[src/rtl/mem_stage_lsu_pkg.sv]
// Shared definitions for the MEM stage load/store unit: memop codes,
// FSM state codes and the global reset/zero constants.
package mem_stage_lsu_pkg;

  localparam int unsigned MEMOP_W = 4;

  localparam logic        RstEnable = 1'b1;
  localparam logic [31:0] ZeroWord  = 32'h0000_0000;

  typedef enum logic [MEMOP_W-1:0] {
    MEMOP_NONE = 4'd0,
    MEMOP_LB   = 4'd1,
    MEMOP_LBU  = 4'd2,
    MEMOP_LH   = 4'd3,
    MEMOP_LHU  = 4'd4,
    MEMOP_LW   = 4'd5,
    MEMOP_SB   = 4'd6,
    MEMOP_SH   = 4'd7,
    MEMOP_SW   = 4'd8
  } memop_e;

  typedef enum logic {
    ST_IDLE = 1'b0,
    ST_WAIT = 1'b1
  } lsu_state_e;

endpackage

[src/rtl/mem_lane_align.sv]
// Byte-lane steering for the LSU: store lane masks and data replication,
// load lane extraction with sign/zero extension, and the misalign flag.
module mem_lane_align
  import mem_stage_lsu_pkg::*;
(
  input  logic [MEMOP_W-1:0] i_memop,
  input  logic [1:0]         i_addr_lo,
  input  logic [31:0]        i_storedata,
  input  logic [31:0]        i_rdata,
  output logic               o_is_load,
  output logic               o_is_store,
  output logic               o_misalign,
  output logic [3:0]         o_be,
  output logic [31:0]        o_wdata,
  output logic [31:0]        o_ldata
);

  logic [31:0] w_shift;
  logic [7:0]  w_byte;
  logic [15:0] w_half;

  // Decode the op into lane mask, store replication and load extension
  always_comb begin
    w_shift    = i_rdata >> {i_addr_lo, 3'b000};
    w_byte     = w_shift[7:0];
    w_half     = i_addr_lo[1] ? i_rdata[31:16] : i_rdata[15:0];
    o_is_load  = 1'b0;
    o_is_store = 1'b0;
    o_misalign = 1'b0;
    o_be       = '0;
    o_wdata    = i_storedata;
    o_ldata    = i_rdata;
    case (i_memop)
      MEMOP_LB: begin
        o_is_load = 1'b1;
        o_be      = 4'b0001 << i_addr_lo;
        o_ldata   = {{24{w_byte[7]}}, w_byte};
      end
      MEMOP_LBU: begin
        o_is_load = 1'b1;
        o_be      = 4'b0001 << i_addr_lo;
        o_ldata   = {24'h0, w_byte};
      end
      MEMOP_LH: begin
        o_is_load  = 1'b1;
        o_misalign = i_addr_lo[0];
        o_be       = 4'b0011 << i_addr_lo;
        o_ldata    = {{16{w_half[15]}}, w_half};
      end
      MEMOP_LHU: begin
        o_is_load  = 1'b1;
        o_misalign = i_addr_lo[0];
        o_be       = 4'b0011 << i_addr_lo;
        o_ldata    = {16'h0, w_half};
      end
      MEMOP_LW: begin
        o_is_load  = 1'b1;
        o_misalign = |i_addr_lo;
        o_be       = 4'b1111;
      end
      MEMOP_SB: begin
        o_is_store = 1'b1;
        o_be       = 4'b0001 << i_addr_lo;
        o_wdata    = {4{i_storedata[7:0]}};
      end
      MEMOP_SH: begin
        o_is_store = 1'b1;
        o_misalign = i_addr_lo[0];
        o_be       = 4'b0011 << i_addr_lo;
        o_wdata    = {2{i_storedata[15:0]}};
      end
      MEMOP_SW: begin
        o_is_store = 1'b1;
        o_misalign = |i_addr_lo;
        o_be       = 4'b1111;
      end
      default: ;
    endcase
  end

endmodule

[src/rtl/mem_stage_lsu.sv]
// MEM pipeline stage: registered MEM/WB boundary plus a load/store unit
// driving a req/ack data bus, with misalign and ack-timeout exceptions.
module mem_stage_lsu
  import mem_stage_lsu_pkg::*;
#(
  parameter int unsigned ADDR_W      = 32,
  parameter int unsigned REG_ADDR_W  = 5,
  parameter int unsigned ACK_TIMEOUT = 16
) (
  input  logic                  clk,
  input  logic                  rst,
  input  logic [REG_ADDR_W-1:0] ex_waddr_i,
  input  logic [31:0]           ex_wdata_i,
  input  logic                  ex_we_i,
  input  logic [MEMOP_W-1:0]    ex_memop_i,
  input  logic [ADDR_W-1:0]     ex_memaddr_i,
  input  logic [31:0]           ex_storedata_i,
  output logic                  stall_o,
  output logic                  dm_req_o,
  output logic                  dm_wr_o,
  output logic [3:0]            dm_be_o,
  output logic [ADDR_W-1:0]     dm_addr_o,
  output logic [31:0]           dm_wdata_o,
  input  logic                  dm_ack_i,
  input  logic [31:0]           dm_rdata_i,
  output logic [REG_ADDR_W-1:0] wb_waddr_o,
  output logic [31:0]           wb_wdata_o,
  output logic                  wb_we_o,
  output logic                  excp_adel_o,
  output logic                  excp_ades_o,
  output logic                  excp_bus_o
);

  localparam int unsigned      CNT_W    = (ACK_TIMEOUT > 1) ? $clog2(ACK_TIMEOUT) : 1;
  localparam logic [CNT_W-1:0] CNT_LAST = CNT_W'(ACK_TIMEOUT - 1);

  lsu_state_e r_state, w_state_nxt;
  logic [CNT_W-1:0] r_cnt;

  logic                  r_dm_req, r_dm_wr;
  logic [3:0]            r_dm_be;
  logic [ADDR_W-1:0]     r_dm_addr;
  logic [31:0]           r_dm_wdata;
  logic [REG_ADDR_W-1:0] r_wb_waddr;
  logic [31:0]           r_wb_wdata;
  logic                  r_wb_we;
  logic                  r_adel, r_ades, r_bus;

  logic        w_is_load, w_is_store, w_is_mem, w_misalign;
  logic [3:0]  w_be;
  logic [31:0] w_st_wdata, w_ldata;
  logic        w_stall, w_issue, w_mis_ev, w_ack_done, w_tmo;

  // EX inputs are held while stalled, so one decoder serves issue and completion
  mem_lane_align u_align (
    .i_memop     (ex_memop_i),
    .i_addr_lo   (ex_memaddr_i[1:0]),
    .i_storedata (ex_storedata_i),
    .i_rdata     (dm_rdata_i),
    .o_is_load   (w_is_load),
    .o_is_store  (w_is_store),
    .o_misalign  (w_misalign),
    .o_be        (w_be),
    .o_wdata     (w_st_wdata),
    .o_ldata     (w_ldata)
  );

  assign w_is_mem = w_is_load | w_is_store;

  // Next-state, stall and event decode
  always_comb begin
    w_state_nxt = r_state;
    w_stall     = 1'b0;
    w_issue     = 1'b0;
    w_mis_ev    = 1'b0;
    w_ack_done  = 1'b0;
    w_tmo       = 1'b0;
    if (rst != RstEnable) begin
      case (r_state)
        ST_IDLE: begin
          if (w_is_mem) begin
            if (w_misalign) begin
              w_mis_ev = 1'b1;
            end else begin
              w_issue     = 1'b1;
              w_stall     = 1'b1;
              w_state_nxt = ST_WAIT;
            end
          end
        end
        ST_WAIT: begin
          w_stall = !dm_ack_i;
          if (dm_ack_i) begin
            w_ack_done  = 1'b1;
            w_state_nxt = ST_IDLE;
          end else if (r_cnt == CNT_LAST) begin
            w_tmo       = 1'b1;
            w_state_nxt = ST_IDLE;
          end
        end
        default: w_state_nxt = ST_IDLE;
      endcase
    end
  end

  // State register
  always_ff @(posedge clk) begin
    if (rst == RstEnable) r_state <= ST_IDLE;
    else                  r_state <= w_state_nxt;
  end

  // Bus, writeback, exception and timeout registers
  always_ff @(posedge clk) begin
    if (rst == RstEnable) begin
      r_cnt      <= '0;
      r_dm_req   <= 1'b0;
      r_dm_wr    <= 1'b0;
      r_dm_be    <= '0;
      r_dm_addr  <= '0;
      r_dm_wdata <= ZeroWord;
      r_wb_waddr <= '0;
      r_wb_wdata <= ZeroWord;
      r_wb_we    <= 1'b0;
      r_adel     <= 1'b0;
      r_ades     <= 1'b0;
      r_bus      <= 1'b0;
    end else begin
      r_adel <= 1'b0;
      r_ades <= 1'b0;
      r_bus  <= 1'b0;
      if (r_state == ST_IDLE) begin
        r_cnt      <= '0;
        r_dm_req   <= 1'b0;
        r_wb_waddr <= ex_waddr_i;
        r_wb_wdata <= ex_wdata_i;
        r_wb_we    <= w_is_mem ? 1'b0 : ex_we_i;
        if (w_issue) begin
          r_dm_req   <= 1'b1;
          r_dm_wr    <= w_is_store;
          r_dm_be    <= w_be;
          r_dm_addr  <= ex_memaddr_i;
          r_dm_wdata <= w_st_wdata;
        end
        if (w_mis_ev) begin
          r_adel <= w_is_load;
          r_ades <= w_is_store;
        end
      end else begin
        r_wb_we <= 1'b0;
        if (w_ack_done) begin
          r_dm_req <= 1'b0;
          if (w_is_load) begin
            r_wb_waddr <= ex_waddr_i;
            r_wb_wdata <= w_ldata;
            r_wb_we    <= ex_we_i;
          end
        end else if (w_tmo) begin
          r_dm_req <= 1'b0;
          r_bus    <= 1'b1;
        end else begin
          r_cnt <= r_cnt + CNT_W'(1);
        end
      end
    end
  end

  assign stall_o     = w_stall;
  assign dm_req_o    = r_dm_req;
  assign dm_wr_o     = r_dm_wr;
  assign dm_be_o     = r_dm_be;
  assign dm_addr_o   = r_dm_addr;
  assign dm_wdata_o  = r_dm_wdata;
  assign wb_waddr_o  = r_wb_waddr;
  assign wb_wdata_o  = r_wb_wdata;
  assign wb_we_o     = r_wb_we;
  assign excp_adel_o = r_adel;
  assign excp_ades_o = r_ades;
  assign excp_bus_o  = r_bus;

endmodule

[config.mk]
export PLATFORM = sky130hd
export DESIGN_NAME = mem_stage_lsu
export DESIGN_NICKNAME = d
export VERILOG_FILES = /design/src/rtl/mem_stage_lsu_pkg.sv /design/src/rtl/mem_lane_align.sv /design/src/rtl/mem_stage_lsu.sv
export SDC_FILE = /design/constraint.sdc
export NUM_CORES = 1
export LEC_CHECK = 0
export ABC_CLOCK_PERIOD_IN_PS = 4860
export CORE_UTILIZATION = 43
export CTS_CLUSTER_DIAMETER = 100
export CTS_CLUSTER_SIZE = 12
export DETAILED_ROUTE_END_ITERATION = 12
export PLACE_DENSITY = 0.84
export SYNTH_ARGS = -nofsm -noshare
export SYNTH_HDL_FRONTEND = slang
export SYNTH_SLANG_ARGS = --single-unit
[constraint.sdc]
create_clock -name clk -period 4.86 [get_ports clk]
set_clock_uncertainty 0.2 [all_clocks]
set_input_delay 1.458 -clock clk [delete_from_list [all_inputs] [get_ports clk]]
set_output_delay 1.458 -clock clk [all_outputs]
set_load 0.05 [all_outputs]
==> key figures <==
Status
  • Outcome: complete, no violations

Synth
  • FFs w/ async S/R, synth: 0%
  • Post-synthesis sequential area ratio: 38.9%
  • Mapped Cells: 638
  • Post-synth EDFFs: 0
  • Syn Nets: 780
  • Synth cell types: 65
  • Warnings from Yosys: 0
  • Top_reg_cell synth: dfxtp_1
  • Seq cells post-synth: 116
  • Post-Syn Area: 5970 µm²
  • Syn_area_per_cell: 9.36 µm²

Final layout
  • Final Instance Area: 9150 µm²
  • Fill cells: 1080
  • Share of cells above drive strength 1: 10.7%
  • Ant diodes: 0
  • Most common cell after layout, fill and taps aside: clkdlybuf4s50_1
  • Fin nets: 1019
  • Area delta synth->final: 53.3%
  • Most frequent cells in the layout: 249 x clkdlybuf4s50_1, 116 x dfxtp_1, 49 x nor2_1

Placed design
  • HPWL after detailed placement: 13600 µm
  • Placer Congestion: 0.858
  • DP Worst Slack: 89.6 ps
  • IO buf count: 252
  • Cell Area, Placed: 8580 µm²

Worst setup path
  • CP endpoint kind: primary output
  • Arrival @ worst endpoint: 3130 ps
  • Critical path required time: 3200 ps
  • Critical Path Start Type: input port
  • Cell Chain, Critical Path: clkdlybuf4s50_1 > or4_1 > and3_1 > nand3_4 > o21ai_1 > buf_12
  • Crit-path slowest cell: or4_1
  • Crit path largest cell delay: 570 ps
  • Setup CP Type: input port to primary output
  • CP Max Fanout: 7

STA
  • Final setup vio count: 0
  • Worst slew pin tran: 882 ps
  • Final WS setup: 74.5 ps
  • Setup TNS Final: 0 ps
  • RSZ-0062 raised after global routing: false
  • FMAX: 209 MHz
  • Minimum clock period: 4790 ps
  • Hold Fails Final Rpt: 0
  • Fin crit share: 98.5%
  • Max-slew violations: 0
  • Rel. slew slack: 41.2%

Power and ir drop
  • Internal power: 2210 µW
  • Sw Ratio: 31.8%
  • Net Switching: 1030 µW
  • Clock power frac: 37.5%
  • LEAKAGE: 0.00359 µW
  • VDD IR-drop max: 0.229 mV
  • Pwr dens: 354 nW/µm²
  • Comb pwr share: 29.0%
  • Total power: 3240 µW
  • Flop pwr share: 33.5%

Floorplan
  • Die Span X: 120 µm
  • Die area: 14400 µm²
  • Io pins: 253
  • Die Ht: 120 µm
  • Num rows: 42
  • Initial Util: 44.6%
  • Core ar.: 13400 µm²

Detailed routing
  • Drt first-iter violations: 490
  • Vias/cell: 5.47
  • Vias: 5825
  • Final wirelength: 19100 µm
  • Routed Antenna Nets: 0
  • DRT Pass-1 Iters: 5
  • DR WL/cell: 17.9 µm
  • DRC: 0

Clock tree
  • Post-CTS Setup Inserts: 0
  • Maximum clock path buffer count: 2
  • TritonCTS buffer count: 17
  • Clk Latency, worst-skew pair: 410 ps
  • Post-CTS Hold Fix Bufs: 0
  • Worst-path clk slew: 50 ps
  • TritonCTS clock tree: built
  • CTS H-tree lvls: 4
  • Post-cts gate resize count: 0
  • Root Buffer: clkbuf_16
  • CTS sink count: 116

Global route
  • Number of global-route vias before repair: 5739
  • Initial antenna violation count: 0
  • Pin count of the biggest net entering global routing: 82
  • Tot GR Track Use: 26.7%
  • First-pass GRT wire length: 29800 µm
  • Gr ovfl total: 0

Run
  • Max-cap violation count: 0

Worst hold path
  • Hold Path Class: flop to flop
-- cell usage after synthesis, types with 9 or more instances --
cell | instances | share of area [%]
dfxtp_1 | 116 | 39
mux2i_1 | 35 | 5.9
nor2_1 | 49 | 3.1
buf_4 | 10 | 1.3
buf_2 | 12 | 1.0
nand2_1 | 48 | 3.0
a211oi_1 | 17 | 2.1
mux2_1 | 39 | 7.4
o21ai_0 | 43 | 3.6
nand3_1 | 9 | 0.75
a2111oi_0 | 11 | 1.6
a21oi_1 | 14 | 1.2
a31oi_1 | 15 | 1.6
nor2b_1 | 43 | 4.5
clkbuf_1 | 24 | 1.5
nand2b_1 | 24 | 2.5
mux2_2 | 17 | 3.2
-- routing by layer --
| metal | up-vias | wire length (µm) | track usage, % |
|---|---|---|---|
| met5 | - | 0 | 0 |
| met2 | 253 | 9200 | 44.8 |
| met4 | 0 | 649 | 13.2 |
| met1 | 2738 | 8060 | 32.1 |
| li1 | 2789 | - | - |
| met3 | 45 | 1160 | 5.99 |
-- final cells by class --
type	instances	area (µm²)	share of cell area, %
multi-input combinational	459	3300	36.0
sequential	116	2320	25.4
inverter	6	22.5	0.246
timing repair buffer	277	2710	29.6
clock buffer	22	474	5.18
tap	176	220	2.41
clock inverter	9	104	1.13
-- sequential cells by signal, summed over array words and instances (netlist names) --
signal and flops:
dm_wr_o 1, excp_adel_o 1, dm_wdata_o 32, wb_waddr_o 5, wb_we_o 1, dm_be_o 4
r_state 1, wb_wdata_o 32, excp_bus_o 1, dm_addr_o 32, r_cnt 4, excp_ades_o 1
dm_req_o 1
-- power groups by stage --
| stage | clock network (µW) | logic [µW] | registers, µW |
|---|---|---|---|
| floorplan | 0 | 277 | 1400 |
| global placement | 0 | 924 | 1100 |
| detailed placement | 0 | 933 | 1100 |
| CTS | 1240 | 939 | 1080 |
| global route | 1280 | 985 | 1090 |
| finish | 1210 | 938 | 1090 |
-- critical path: cells and delay by family --
family          cells  cell delay, ps
simple gates        3             880
buf+inv             2             700
compound gates      1             100
-- logic make-up after synthesis --
kind of cell,Yosys count,synth area share (%)
and+or+nand+nor,206,18.2
xor gates and xnor gates,6,0.880
DFF,116,38.9
buffers and inverters,63,5.87
muxes,92,16.8
AOI/OAI and AO/OA,154,19.2
adders and majority gates,1,0.210
-- per-stage QoR --
step / hold WS, ps / util (%) / cells
floorplan: 287 / - / 638
global placement: 252 / 64.0 / 1034
detailed placement: 259 / 64.0 / 1034
CTS: 266 / 68.3 / 1065
global route: 283 / 68.3 / 1065
finish: 263 / 68.3 / 1065
-- worst paths after layout --
path | from | end | slack, ps | cells after the start
worst max-delay path | ex_memop_i[2] | stall_o | 70 | 6
worst min register to register | wb_waddr_o[2] | wb_waddr_o[2] | 260 | 2
worst min-delay path | wb_waddr_o[2] | wb_waddr_o[2] | 260 | 2
worst max register to register | r_state | dm_addr_o[17] | 2380 | 6
Power figures use the tool's default switching activity.
